==> config.mk <==
export PLATFORM = sky130hd
export DESIGN_NAME = frame_lmfc_sysref_gen
export DESIGN_NICKNAME = d
export VERILOG_FILES = /design/src/rtl/frame_lmfc_sysref_gen.sv
export SDC_FILE = /design/constraint.sdc
export NUM_CORES = 1
export LEC_CHECK = 0
export CELL_PAD_IN_SITES_DETAIL_PLACEMENT = 1
export CELL_PAD_IN_SITES_GLOBAL_PLACEMENT = 1
export CORE_UTILIZATION = 39
export CTS_BUF_LIST = sky130_fd_sc_hd__clkbuf_16
export DETAILED_ROUTE_END_ITERATION = 7
export GPL_ROUTABILITY_DRIVEN = 0
export GPL_TIMING_DRIVEN = 0
export PLACE_DENSITY = 0.92
export SYNTH_ARGS = -nofsm -noshare
export SYNTH_HDL_FRONTEND = slang
export SYNTH_SLANG_ARGS = --single-unit
==> constraint.sdc <==
create_clock -name clk -period 5.11 [get_ports clk]
set_clock_uncertainty 0.2 [all_clocks]
set_input_delay 1.022 -clock clk [delete_from_list [all_inputs] [get_ports clk]]
set_output_delay 1.022 -clock clk [all_outputs]
set_load 0.1 [all_outputs]
==> src/rtl/frame_lmfc_sysref_gen.sv <==
// Frame / LMFC strobe generator with runtime frame length and K, plus subclass-1 SYSREF alignment.
// Optional build macro SYSREF_PHASE_CHECK_EN adds a sticky SYSREF phase-error check in continuous mode.
module frame_lmfc_sysref_gen #(
    parameter int FRAME_W = 4,
    parameter int K_W     = 5
) (
    input  logic               clk,
    input  logic               rst,
    input  logic [FRAME_W-1:0] i_frame_len,
    input  logic [K_W-1:0]     i_K,
    input  logic               i_sysref,
    input  logic               i_sysref_mode,
    input  logic               i_sysref_arm,
    input  logic [K_W-1:0]     i_lmfc_offset,
    output logic               o_frame_clk,
    output logic               o_lmfc_clk,
    output logic [K_W-1:0]     o_frame_idx,
    output logic               o_aligned,
    output logic               o_sysref_err
);

    logic [FRAME_W-1:0] beat_cnt;
    logic [K_W-1:0]     frame_idx;
    logic               sysref_q;
    logic               armed;

    logic               frame_wrap;
    logic [FRAME_W-1:0] beat_free;
    logic [K_W-1:0]     idx_free;
    logic [K_W-1:0]     idx_load;
    logic               sysref_edge;
    logic               armed_eff;
    logic               accept;

    // The >= compares keep both counters bounded when the config shrinks mid-run.
    function automatic logic beat_at_end(input logic [FRAME_W-1:0] beat,
                                         input logic [FRAME_W-1:0] len);
        return (beat >= len);
    endfunction

    function automatic logic [FRAME_W-1:0] next_beat(input logic [FRAME_W-1:0] beat,
                                                     input logic               wrap);
        return wrap ? '0 : beat + FRAME_W'(1);
    endfunction

    function automatic logic [K_W-1:0] next_idx(input logic [K_W-1:0] idx,
                                                input logic [K_W-1:0] k,
                                                input logic           wrap);
        logic [K_W-1:0] nxt;
        nxt = idx;
        if (wrap) begin
            nxt = (idx >= k) ? '0 : idx + K_W'(1);
        end
        return nxt;
    endfunction

    function automatic logic [K_W-1:0] load_idx(input logic [K_W-1:0] offset,
                                                input logic [K_W-1:0] k);
        return (offset > k) ? '0 : offset;
    endfunction

    always_comb begin
        frame_wrap  = beat_at_end(beat_cnt, i_frame_len);
        beat_free   = next_beat(beat_cnt, frame_wrap);
        idx_free    = next_idx(frame_idx, i_K, frame_wrap);
        idx_load    = load_idx(i_lmfc_offset, i_K);
        sysref_edge = i_sysref && !sysref_q;
        // An arm pulse takes effect before a coincident edge is judged.
        armed_eff   = armed || i_sysref_arm;
        accept      = sysref_edge && (i_sysref_mode || armed_eff);
    end

    always_ff @(posedge clk) begin
        if (rst) begin
            beat_cnt    <= '0;
            frame_idx   <= '0;
            sysref_q    <= 1'b1;
            armed       <= 1'b1;
            o_frame_clk <= 1'b0;
            o_lmfc_clk  <= 1'b0;
            o_frame_idx <= '0;
            o_aligned   <= 1'b0;
        end else begin
            sysref_q    <= i_sysref;
            o_frame_clk <= (beat_cnt == '0);
            o_lmfc_clk  <= (beat_cnt == '0) && (frame_idx == '0);
            o_frame_idx <= frame_idx;
            if (accept) begin
                beat_cnt  <= '0;
                frame_idx <= idx_load;
                o_aligned <= 1'b1;
                armed     <= 1'b0;
            end else begin
                beat_cnt  <= beat_free;
                frame_idx <= idx_free;
                armed     <= armed_eff;
                if (i_sysref_arm) begin
                    o_aligned <= 1'b0;
                end
            end
        end
    end

`ifdef SYSREF_PHASE_CHECK_EN
    logic phase_check;
    logic phase_err;

    // Only an already-aligned continuous link is checked; an arm in the same cycle drops alignment first.
    always_comb begin
        phase_check = accept && i_sysref_mode && o_aligned && !i_sysref_arm;
        phase_err   = phase_check && ((beat_free != '0) || (idx_free != idx_load));
    end

    always_ff @(posedge clk) begin
        if (rst) begin
            o_sysref_err <= 1'b0;
        end else if (i_sysref_arm) begin
            o_sysref_err <= 1'b0;
        end else if (phase_err) begin
            o_sysref_err <= 1'b1;
        end
    end
`else
    assign o_sysref_err = 1'b0;
`endif

endmodule

==> summary.md <==
| Metric | Value |
|---|---|
| Status | finished clean |
| Min-delay src | beat_cnt[3]$_SDFF_PP0_ |
| Final Net Count | 188 |
| Yosys warnings | 0 |
| Drc violations | 0 |
| Reg area | 380.4 um2 |
| Final setup margin | between 2 and 2.5 ns |
| Prevailing post-synth register cell | dfxtp_1 |
| Crit path required time | about 4 ns |
| Longest Clk Path Bufs | 2 |
| Clk slew on worst S/H paths | 0.05 ns |
| Crit path kind | reg -> out |
| Critical path arrival | 1.72 ns |
| Cell area after layout | about 0.0015 mm2 |
| Met2 Use GR | 0.3844 |
| Power, Total | between 0.4 and 0.5 mW |
| I/O pins | 28 |
| PostCTS Resize Cnt | 0 |
| Multi-input gate area | around 690 um2 |
| Sequential fraction of the synthesis area | 0.3304 |
| RSZ-0062 raised after global routing | false |
| Post-CTS Setup Inserts | 0 |
| First-pass GRT wire length | 4678 um |
| Fin crit share | 0.5755 |
| Setup crit end kind | primary output |
| Final Hold Fails | 0 |
| Largest net degree at the start of global routing | 12 |
| Via count | ~980 |
| Cell family with most CP delay | buffers and inverters |
| Async set-reset flop share out of synthesis | 0 |
| Port buffer count | 25 |
| Peak VDD IR | around 0.00026 V |
| Root buf cell | clkbuf_16 |
| Initial antenna violation count | 0 |
| Final wirelength | approximately 2800 um |
| Yosys reg bits | 19 |
| Fill cells | approximately 320 |
| Placeable Area | around 0.0028 mm2 |
| CTS Sinks | 19 |
| Worst-Margin Slew | 0.9705 ns |
| Drt wl/cell | approximately 15 um |
| Syn Nets | 158 |
| Met1 Track Usage GR | 0.2000 |
| Die Wd | about 56 um |
| Class of the worst hold path | reg -> reg |
| Busiest grt layer | met2 |
| Hold-fix buffers, CTS | 0 |
| Synth unique cells | 33 |
| Worst path bufs/invs | 1 |
| Row cnt | 19 |
| Slew margin rel. | 0.3510 |
| EDFF count, synth | 0 |
| Mapped cell area | around 0.0012 mm2 |
| Met3 usage in global routing | 0.02074 |
| CTS Buf Count | 3 |
| DPL Wire Length | approximately 2400 um |
| Lkg Pwr | 0.6491 nW |
| Critical Path Start Type | flop |
| Die area | between 0.003 and 0.004 mm2 |
| # diodes | 0 |
| Finish-stage setup viols | 0 |
| Worst reg2reg startpoint | beat_cnt[0]$_SDFF_PP0_ |
| CTS H-tree lvls | 1 |
| Global route overflow | 0 |
| Pins over their slew limit | 0 |
| Post-route setup TNS | 0 ns |
| Drt via density | 5.403 |
| CP max-delay cell | clkdlybuf4s50_1 |
| Power density over the cells | roughly 320 mW/mm2 |
| Gate Count Post-Synth | around 120 |
| Tightest hold margin | between 0.2 and 0.3 ns |
| Fraction of layout cells with a size suffix above 1 | 0.08000 |
| R2R depth | 7 |
| Pre-CTS setup slack | 1.946 ns |
| Initial Util | 0.4139 |
| Synthesized area per cell | 9.513 um2 |
| Number of global-route vias before repair | about 1100 |
| Hold EP | o_frame_clk$_SDFF_PP0_ |
| R2R setup slack | a little over 3 ns |
| Final ANT Viol Nets | 0 |
| DRT Pass-1 Iters | 3 |
| Area growth syn-to-layout | 32.07% |
| Worst skew pair latency | ~0.25 ns |
| Max stage delay on crit path | 1.14 ns |
| Fmax achieved | roughly 0.34 GHz |
| Die Span Y | ~56 um |
| CTS tree | yes |
| R2r endpoint | frame_idx[4]$_SDFFE_PP0P_ |
| Crit-path max FO | 2 |
| Placed instance area | 0.001440 mm2 |
| Crit-path cells | clkdlybuf4s50_1 |
| Max Cap Violations | 0 |
| WHS Path Cells | 1 |
| Min Tclk post-route | ~2.9 ns |
| DRT iter0 DRCs | 8 |
| GRT Total Usage | 0.1947 |
-- metrics by stage --
step / cells / utilization
after detailed placement: 177 / 0.5178
after global placement: 177 / 0.5178
after CTS: 181 / 0.5466
final: 181 / 0.5466
after global routing: 181 / 0.5466
after floorplan: 121 / -
-- per-layer routing --
| layer | wire (um) | share of wire |
|---|---|---|
| met1 | 1095 | 0.39 |
| met2 | 1554 | 0.56 |
| met3 | 73 | 0.026 |
| met4 | 65 | 0.023 |
| met5 | 0 | 0 |
-- sequential cells by signal, indices dropped and copies added (netlist names) --
| signal | count |
|---|---|
| frame_idx | 5 |
| o_frame_idx | 5 |
| beat_cnt | 4 |
| armed | 1 |
| o_aligned | 1 |
| o_frame_clk | 1 |
| o_lmfc_clk | 1 |
| sysref_q | 1 |
-- worst max path at each step --
| stage | startpoint | endpoint | slack [ns] | cells after the start |
|---|---|---|---|---|
| 6_report | o_aligned$_SDFFE_PP0P_ | o_aligned | 2.17 | 1 |
| 5_1_grt | i_K[2] | frame_idx[3]$_SDFFE_PP0P_ | 2.05 | 7 |
| 4_1_cts | o_aligned$_SDFFE_PP0P_ | o_aligned | 2.16 | 1 |
| 3_5_place_dp | i_K[2] | frame_idx[3]$_SDFFE_PP0P_ | 1.95 | 7 |
| 3_3_place_gp | i_K[2] | frame_idx[1]$_SDFFE_PP0P_ | 2.05 | 7 |
| 2_1_floorplan | i_frame_len[0] | frame_idx[0]$_SDFFE_PP0P_ | 2.59 | 6 |
-- kinds of logic after synthesis --
kind of cell	after synthesis	synth area share
AOI/OAI and AO/OA	33	0.2206
other	1	0.003258
buffers and inverters	18	0.06848
xor gates and xnor gates	5	0.03805
adders and majority gates	18	0.1957
and+or+nand+nor	27	0.1435
DFF	19	0.3304
-- report_power, final --
group          switching (mW)  total (mW)  internal (mW)
logic                  0.0948       0.156         0.0609
registers              0.0126       0.175          0.162
clock network          0.0530       0.158          0.105
-- cell usage after synthesis (2+ instances only) --
cell,count,area share
a211oi_1,5,0.033
a21o_1,2,0.013
a21oi_1,4,0.017
a311oi_1,5,0.038
clkbuf_1,2,0.0065
dfxtp_1,19,0.33
ha_1,18,0.20
inv_1,14,0.046
nand2_1,2,0.0065
nand2b_1,3,0.016
nand3_1,3,0.013
nor2_1,6,0.020
nor2b_1,3,0.016
nor3_1,3,0.013
o211ai_1,10,0.065
o21a_1,2,0.013
xnor2_1,3,0.023
xor2_1,2,0.015
-- area by class of cell --
cell class / instances / share of cell area
Multi-Input combinational cell: 84 / 0.4551
Sequential cell: 19 / 0.2502
Buffer: 4 / 0.01728
Inverter: 14 / 0.03457
Clock buffer: 3 / 0.04938
Clock inverter: 1 / 0.003292
Tap cell: 31 / 0.02551
Timing Repair Buffer: 25 / 0.1646
-- placed cells by master (no fill, tap or decap), drive strengths merged, types with 3 or more instances in the layout --
master	count
nand3	3
nand2b	4
nor3	4
inv	14
ha	18
clkbuf	5
nor2b	3
a211oi	5
clkdlybuf4s50	25
a21oi	4
nor2	6
xnor2	3
dfxtp	19
a311oi	5
o211ai	10
No activity file was read; power rests on OpenSTA's default activity.
